==> src/rtl/schiebe_einheit.sv <==
// rtl/schiebe_einheit.sv - two-stage valid/ready shift/rotate execution stage
//
// Stage 1 registers the cyclically rotated operand, the opcode, the effective
// shift amount, the operand sign bit and the carry-out.
// Stage 2 masks and sign-fills the rotated value so that rotates become
// logical or arithmetic shifts. It also registers the result and the zero flag.
//
// Ports:
//   Takt            clock, rising edge
//   Reset           synchronous, active-high
//   EingabeGueltig  upstream operation valid
//   EingabeBereit   operation accepted this cycle (combinational from AusgabeBereit)
//   Zahl            operand
//   Stellen         shift amount 0..BREITE-1
//   Operation       000 ROL, 001 ROR, 010 SLL, 011 SRL, 100 SRA, others pass-through
//   AusgabeGueltig  Ergebnis/Uebertrag/Null valid
//   AusgabeBereit   downstream accepts the result
//   Ergebnis        shifted/rotated result
//   Uebertrag       last bit shifted out
//   Null            Ergebnis == 0

module schiebe_einheit #(
    parameter int BREITE     = 32,
    parameter int LOG2BREITE = 5
) (
    input  logic                  Takt,
    input  logic                  Reset,
    input  logic                  EingabeGueltig,
    output logic                  EingabeBereit,
    input  logic [BREITE-1:0]     Zahl,
    input  logic [LOG2BREITE-1:0] Stellen,
    input  logic [2:0]            Operation,
    output logic                  AusgabeGueltig,
    input  logic                  AusgabeBereit,
    output logic [BREITE-1:0]     Ergebnis,
    output logic                  Uebertrag,
    output logic                  Null
);

    localparam logic [2:0] OP_ROL = 3'b000;
    localparam logic [2:0] OP_ROR = 3'b001;
    localparam logic [2:0] OP_SLL = 3'b010;
    localparam logic [2:0] OP_SRL = 3'b011;
    localparam logic [2:0] OP_SRA = 3'b100;

    // Stage 1 state
    logic                  v1;
    logic [BREITE-1:0]     rot1;
    logic [2:0]            op1;
    logic [LOG2BREITE-1:0] amt1;
    logic                  sign1;
    logic                  carry1;

    // Stage 2 state is the output register set
    logic                  v2;

    // Handshake control
    logic load2;
    logic adv1;
    logic in_fire;

    assign load2          = !v2 || AusgabeBereit;
    assign adv1           = v1 && load2;
    assign EingabeBereit  = !Reset && (!v1 || adv1);
    assign in_fire        = EingabeGueltig && EingabeBereit;
    assign AusgabeGueltig = v2;

    // Stage 1 combinational: rotate and carry
    logic                  is_pass;
    logic                  is_right;
    logic [LOG2BREITE-1:0] amount;
    logic [2*BREITE-1:0]   dbl_l;
    logic [2*BREITE-1:0]   dbl_r;
    logic [BREITE-1:0]     rot_in;
    logic [LOG2BREITE-1:0] left_idx;
    logic [LOG2BREITE-1:0] right_idx;
    logic                  carry_in;

    assign is_pass  = (Operation > OP_SRA);
    assign is_right = (Operation == OP_ROR) || (Operation == OP_SRL) || (Operation == OP_SRA);
    // Pass-through ops rotate by zero, so stage 2 leaves the operand untouched
    assign amount   = is_pass ? '0 : Stellen;

    assign dbl_l  = {Zahl, Zahl} << amount;
    assign dbl_r  = {Zahl, Zahl} >> amount;
    assign rot_in = is_right ? dbl_r[BREITE-1:0] : dbl_l[2*BREITE-1:BREITE];

    // BREITE is a power of two, so BREITE - amount wraps to the correct index
    assign left_idx  = LOG2BREITE'(BREITE - int'(amount));
    assign right_idx = amount - LOG2BREITE'(1);

    always_comb begin
        carry_in = 1'b0;
        if (amount != '0) begin
            carry_in = is_right ? Zahl[right_idx] : Zahl[left_idx];
        end
    end

    // Stage 2 combinational: masking and sign fill
    logic [BREITE-1:0] ones;
    logic [BREITE-1:0] keep_l;
    logic [BREITE-1:0] keep_r;
    logic [BREITE-1:0] final_val;

    assign ones   = '1;
    assign keep_l = ones << amt1;
    assign keep_r = ones >> amt1;

    always_comb begin
        final_val = rot1;
        case (op1)
            OP_SLL:  final_val = rot1 & keep_l;
            OP_SRL:  final_val = rot1 & keep_r;
            OP_SRA:  final_val = (rot1 & keep_r) | ({BREITE{sign1}} & ~keep_r);
            default: final_val = rot1;
        endcase
    end

    always_ff @(posedge Takt) begin
        if (Reset) begin
            v1        <= 1'b0;
            rot1      <= '0;
            op1       <= '0;
            amt1      <= '0;
            sign1     <= 1'b0;
            carry1    <= 1'b0;
            v2        <= 1'b0;
            Ergebnis  <= '0;
            Uebertrag <= 1'b0;
            Null      <= 1'b0;
        end else begin
            if (load2) begin
                v2 <= v1;
                if (v1) begin
                    Ergebnis  <= final_val;
                    Uebertrag <= carry1;
                    Null      <= (final_val == '0);
                end
            end
            if (!v1 || adv1) begin
                v1 <= in_fire;
                if (in_fire) begin
                    rot1   <= rot_in;
                    op1    <= Operation;
                    amt1   <= amount;
                    sign1  <= Zahl[BREITE-1];
                    carry1 <= carry_in;
                end
            end
        end
    end

endmodule
==> config.mk <==
export PLATFORM = sky130hd
export DESIGN_NAME = schiebe_einheit
export DESIGN_NICKNAME = d
export VERILOG_FILES = /design/src/rtl/schiebe_einheit.sv
export SDC_FILE = /design/constraint.sdc
export NUM_CORES = 1
export LEC_CHECK = 0
export BUFFER_PORTS_ARGS = -buffer_cell sky130_fd_sc_hd__buf_2
export CAP_MARGIN = 20
export CORE_ASPECT_RATIO = 0.8
export CORE_MARGIN = 5
export CORE_UTILIZATION = 35
export DETAILED_ROUTE_END_ITERATION = 8
export GPL_TIMING_DRIVEN = 0
export HOLD_SLACK_MARGIN = 0.06
export SYNTH_ARGS = -nofsm -noshare
export SYNTH_HDL_FRONTEND = slang
export SYNTH_SLANG_ARGS = --single-unit
export TNS_END_PERCENT = 10
==> constraint.sdc <==
create_clock -name Takt -period 3.83 [get_ports Takt]
set_clock_uncertainty 0.1 [all_clocks]
set_input_delay 0.766 -clock Takt [delete_from_list [all_inputs] [get_ports Takt]]
set_output_delay 0.766 -clock Takt [all_outputs]
set_load 0.03 [all_outputs]
# [After elaboration in Yosys (flattened, before gate mapping)]
# Cells that the tools add are included.
# W data, S select, Z words.
[totals] input_bits=44 regBits=78 out_inout_bits=36 elab_cells=53
[classes] n_mux=9 shift=4 n_addsub=2 bitwise_logic=5 n_eq_ne=6 reduce_logical=14 magnitude_cmp=3
[op_table] cell="$and A32 B32 Y32" n=3
[op_table] cell="$pmux W32 S3" n=1
[op_table] cell="$shl A64 B5 Y64" n=1
[op_table] cell="$shr A64 B5 Y32" n=1
[op_table] cell="$logic_not A32 Y1" n=1
[op_table] cell="$mux W32" n=1
[op_table] cell="$not A32 Y32" n=1
[op_table] cell="$or A32 B32 Y32" n=1
[op_table] cell="$shl A32 B5 Y32 const A" n=1
[op_table] cell="$shr A32 B5 Y32 const A" n=1
[op_table] cell="$lt A5 B6 Y1 const B" n=2
[op_table] cell="$bmux W1 S5" n=2
[op_table] cell="$eq A3 B2 Y1 const B" n=3
[op_table] cell="$eq A3 B3 Y1 const B" n=2
[op_table] cell="$mux W5" n=1
[op_table] cell="$reduce_bool A5 Y1" n=1
[op_table] cell="$sub A1 B5 Y5 const A" n=1
[op_table] cell="$sub A5 B1 Y5 const B" n=1
[op_table] cell="$logic_or A1 B1 Y1" n=4
[op_table] cell="$mux W1" n=4
[op_table] cell="$reduce_and A2 Y1" n=2
[op_table] cell="$eq A3 B1 Y1 const B" n=1
[op_table] cell="$gt A3 B3 Y1 const B" n=1
[op_table] cell="$logic_and A1 B1 Y1" n=3
[op_table] cell="$logic_not A1 Y1" n=3

# [Longest topological paths before layout]
[logic_depth] depth_word=7 depth_mapped=15

# [Least setup slack after synthesis]
# Ideal clock, no wire load.
[synth_timing] kind="input to register" from="input Operation[0]" to="register carry1" path_buffers=4 arrival_time_ps=3252 cell_stages=15 setup_time_ps=126 setup_slack_ps=353 t_required_ps=3604 path_cell_list="buf_6 -> o21a_1 -> buf_6 -> nor2_8 -> inv_2 -> clkbuf_1 -> ha_1 -> nand2b_1 -> o221ai_1 -> buf_2 -> mux2_2 -> o22ai_1 -> o21ai_0 -> nand4_1 -> nand4_1"
[synth_via] elab_chain_len=7 word_cells_on_any_way=16 cone_classes="add/sub (2); order compare (1); eq/ne (3); mux (7); reduce/logical (3)"
[synth_rtl] element="from (decl)" line="32" source="input logic [2:0] Operation,"
[synth_rtl] element="$gt A3 B3 Y1" line="79" source="assign is_pass = (Operation > OP_SRA);"
[synth_rtl] element="$mux W5" line="82" source="assign amount = is_pass ? '0 : Stellen;"
[synth_rtl] element="$sub A1 B5 Y5 or $sub A5 B1 Y5 (tied branches)" line="89, 90"
[synth_rtl] element="$bmux W1 S5" line="95" source="carry_in = is_right ? Zahl[right_idx] : Zahl[left_idx];"
[synth_rtl] element="$mux W1 (not written as such)" line="95"
[synth_rtl] element="$mux W1" line="95"
[synth_rtl] element="$mux W1 *" line="94" source="if (amount != '0) begin"
[synth_rtl] element="to (signal assigned)" line="147" source="carry1 <= carry_in;"
[synth_rtl] element="to (decl)" line="52" source="logic carry1;"
# Mark *: on every way between the ends. The rest lies on a longest branch, timed or not. The select of a mux whose other input is x is not followed.
# A chain may end at the register's enable or synchronous reset.

# [Final worst setup path]
[layout_timing] from="input Stellen[1]" to="register rot1[12]"
[layout_via] elab_chain_len=3 word_cells_on_any_way=4 cone_classes="shift (2); mux (2)"
[layout_rtl] element="from (decl)" line="31" source="input logic [LOG2BREITE-1:0] Stellen,"
[layout_rtl] element="$mux W5 *" line="82"
[layout_rtl] element="$shl A64 B5 Y64 or $shr A64 B5 Y32 (tied branches)" line="84, 85"
[layout_rtl] element="$mux W32 *" line="86" source="assign rot_in = is_right ? dbl_r[BREITE-1:0] : dbl_l[2*BREITE-1:BREITE];"
[layout_rtl] element="to (signal assigned)" line="143" source="rot1 <= rot_in;"
[layout_rtl] element="to (decl)" line="48" source="logic [BREITE-1:0] rot1;"
# Mark *: on every way between the ends. The rest lies on a longest branch, timed or not.

==> results.yml <==
yosys:
  synth.yosys.warnings: 0
  yosys_most_used_dff: "dfxtp_1"
  syn_area_mm2: 0.00948
  synthesis.instances: 1400
  synth-seq-cells: 78
  synth_nets: 1446
  syn-mean-instance-area_um2: 6.77
  yosysTopAreaCellShare_pct: 16.5
  synth_area_leaders: "dfxtp_1 16%, a21oi_1 6.1%, nor2_1 5.2%"
  ys_seq_area_share_pct: 16.5
  yosys.area.top_type: "dfxtp_1"
  synth-edff-count: 0
  yosysUniqueCellTypes: 87
  ys_async_sr_fraction_pct: 0
drt:
  drt-initial-drc-count: 2801
  remaining_drc_errors: 0
  first_pass_iters: 7
  vias: 14100
  final_antenna_net_count: 0
  wl_um: 69000
  drt-wirelength-per-cell_um: 37.4
  viasPerCell: 7.66
finish:
  nets: 1524
  final_cell_area_mm2: 0.0106
  finalNonFillerCells: 1842
  area_growth_pct: 12.3
  nFillCells: 2917
  drive_gt1_share_pct: 14.2
  final_util_pct: 40.2
floorplan:
  fp.dieW_um: 194
  coreArea_mm2: 0.0265
  rows: 53
  die_y_um: 157
  start_util_pct: 35.8
  io_pins: 80
  die-area_mm2: 0.0305
power:
  power.density_mw_per_mm2: 345
  finalPower_mw: 3.67
  irDropWorstVdd_uv: 220
  p_leak_nw: 3.97
worst_setup_path:
  worstPathArrival_ns: 4.00
  critical_path.max_fanout: 19
  r2r_cells: 7
  cp_common_cell: "buf_2"
  path_delay_family: "buffers and inverters"
  r2r_start: "op1[2]"
  timing.rr.end: "Null"
  cp_cell_sequence: "buf_2 -> buf_4 -> buf_2 -> buf_2 -> mux2i_1 -> a21oi_1 -> o221ai_1 -> a21oi_1 -> o32ai_1 -> o221ai_1"
  slowest_delay_ns: 0.72
  cpMaxStageDelayCell: "mux2i_1"
  endpoint_kind: "flip-flop"
  start_kind: "input pin"
  regToRegSetupSlack_ns: 0.66
  path_buf_inv: 4
  critPathRequiredTime_ns: 3.92
  critPathKind: "in2reg"
status:
  violations: "setup timing"
  status: "finished, violations left"
clocking:
  cts.path.max_buffers: 2
  cts.clk_slew.worst_paths_ns: 0.06
  cts.htree.levels: 3
  clock_sinks: 78
  cts_tree: "built"
  ctsRootBufferMaster: "clkbuf_16"
  postCtsHoldBufs: 0
  clk_latency_ns: 0.35
  numCtsBuffers: 9
place:
  place_hpwl_um: 53400
  place_congestion: 1.18
  post_dp_cell_area_mm2: 0.0103
  port_buffers: 68
  pre_cts_slack_ns: -1.35
  dp.cells: 1825
sta:
  setup_viol: 9
  setup_tns_ns: -0.402
  hold_ws_ns: 0.358
  post-route-period-util_pct: 102
  fin_crit_ns: 3.92
  hold_viol: 0
  setup_slack_ns: -0.0853
  worst_slew_pin_slew_ns: 1.16
  max_slew_margin_pct: 21.6
  slew_viol_final: 0
  fmax_mhz: 255
flow_run:
  cap_violations: 0
global_routing:
  antenna_found_initial: 0
  first_global_vias: 12900
  grt_max_degree: 20
  grt_pass1_wl_um: 96000
  grt_usage_pct: 43.3
  overflow: 0
worst_hold_path:
  worst_hold_path_type: "reg2reg"
  hold_path_depth: 2
  hold_end: "Ergebnis[24]"
  min_from: "Ergebnis[24]"
==> registers in the layout (all words and copies together) (netlist names) <==
| signal | flops |
|---|---|
| Ergebnis | 32 |
| Uebertrag | 1 |
| carry1 | 1 |
| AusgabeGueltig | 1 |
| sign1 | 1 |
| v1 | 1 |
| amt1 | 5 |
| rot1 | 32 |
| Null | 1 |
| op1 | 3 |
==> Yosys cell counts (all sizes together), types with 22 or more instances <==
| cell type | instances |
|---|---|
| o211ai | 49 |
| nand2b | 29 |
| clkbuf | 80 |
| a211oi | 34 |
| o22ai | 29 |
| o21ai | 103 |
| inv | 22 |
| nand3 | 78 |
| dfxtp | 78 |
| buf | 79 |
| a31oi | 23 |
| nand2 | 121 |
| o221ai | 39 |
| a21oi | 116 |
| o31ai | 22 |
| nor3 | 53 |
| nor2 | 135 |
| mux2i | 29 |
==> layout make-up <==
type,instances,area (µm²),share of cell area [%]
buffer,157,734,6.90
multi-input combinational,1140,7140,67.1
timing repair buffer,69,348,3.27
clock inverter,5,83.8,0.788
antenna,2,5.00,0.0470
tap,357,447,4.20
sequential,78,1560,14.7
clock buffer,11,233,2.19
inverter,23,86.3,0.812
==> what timing repair did <==
action,in CTS,in global routing
endpoints found under the setup margin,1,5
setup buffers,1,0
gates resized for setup,9,8
pin swaps,1,0
==> worst reg2reg max path, cell delays in order (launching register included) <==
cell	delay, ns
dfxtp_1	0.44
and2b_1	0.28
a21oi_1	0.64
clkbuf_1	0.55
o31ai_1	0.18
nor4_1	0.50
nand4_1	0.15
o31ai_1	0.24
==> per-layer routing <==
metal	GRT usage [%]	routed length [µm]
met5	1.85	61
met4	17.4	3820
met3	25.1	13200
met2	54.0	24000
met1	59.5	27900
==> where the power goes <==
| part | leakage [nW] | total, mW | switching (mW) | internal [mW] |
|---|---|---|---|---|
| logic | 3.18 | 1.77 | 1.27 | 0.492 |
| clock network | 0.146 | 0.939 | 0.366 | 0.573 |
| registers | 0.643 | 0.968 | 0.0789 | 0.889 |
| total | 3.97 | 3.67 | 1.72 | 1.95 |
==> cell usage in the layout, fill, tap and decap left out, types with 15 or more instances in the layout <==
| master | instances |
|---|---|
| nand2b_1 | 29 |
| dfxtp_1 | 78 |
| clkbuf_1 | 79 |
| nor2b_1 | 15 |
| buf_2 | 125 |
| nor2_1 | 130 |
| nand4_1 | 17 |
| nand2_1 | 119 |
| o21ai_0 | 81 |
| o221ai_1 | 38 |
| o211ai_1 | 49 |
| a31oi_1 | 23 |
| inv_1 | 20 |
| o32ai_1 | 15 |
| nand3_1 | 78 |
| nor3_1 | 52 |
| a21oi_1 | 115 |
| o31ai_1 | 22 |
| a211oi_1 | 33 |
| o22ai_1 | 29 |
| o21ai_1 | 21 |
| and3_1 | 19 |
| mux2i_1 | 29 |
==> worst max path at each step <==
stage	from	end	slack, ns	cells after the start
finish	Stellen[1]	rot1[12]	-0.09	10
detailed placement	Stellen[1]	carry1	-1.35	14
floorplan	Operation[0]	carry1	0.35	15
CTS	Operation[0]	carry1	0.007	15
global route	Operation[0]	carry1	-0.02	15
global placement	Stellen[1]	carry1	-1.43	14
==> logic make-up after synthesis <==
logic type / after synthesis / share of synthesized area, %
AO/OA/AOI/OAI: 556 / 40.5
adder cells (fa/ha/maj): 2 / 0.264
buffers and inverters: 182 / 8.65
flip-flops: 78 / 16.5
multiplexers: 51 / 6.63
AND/OR/NAND/NOR: 531 / 27.5
Power figures use the tool's default switching activity.
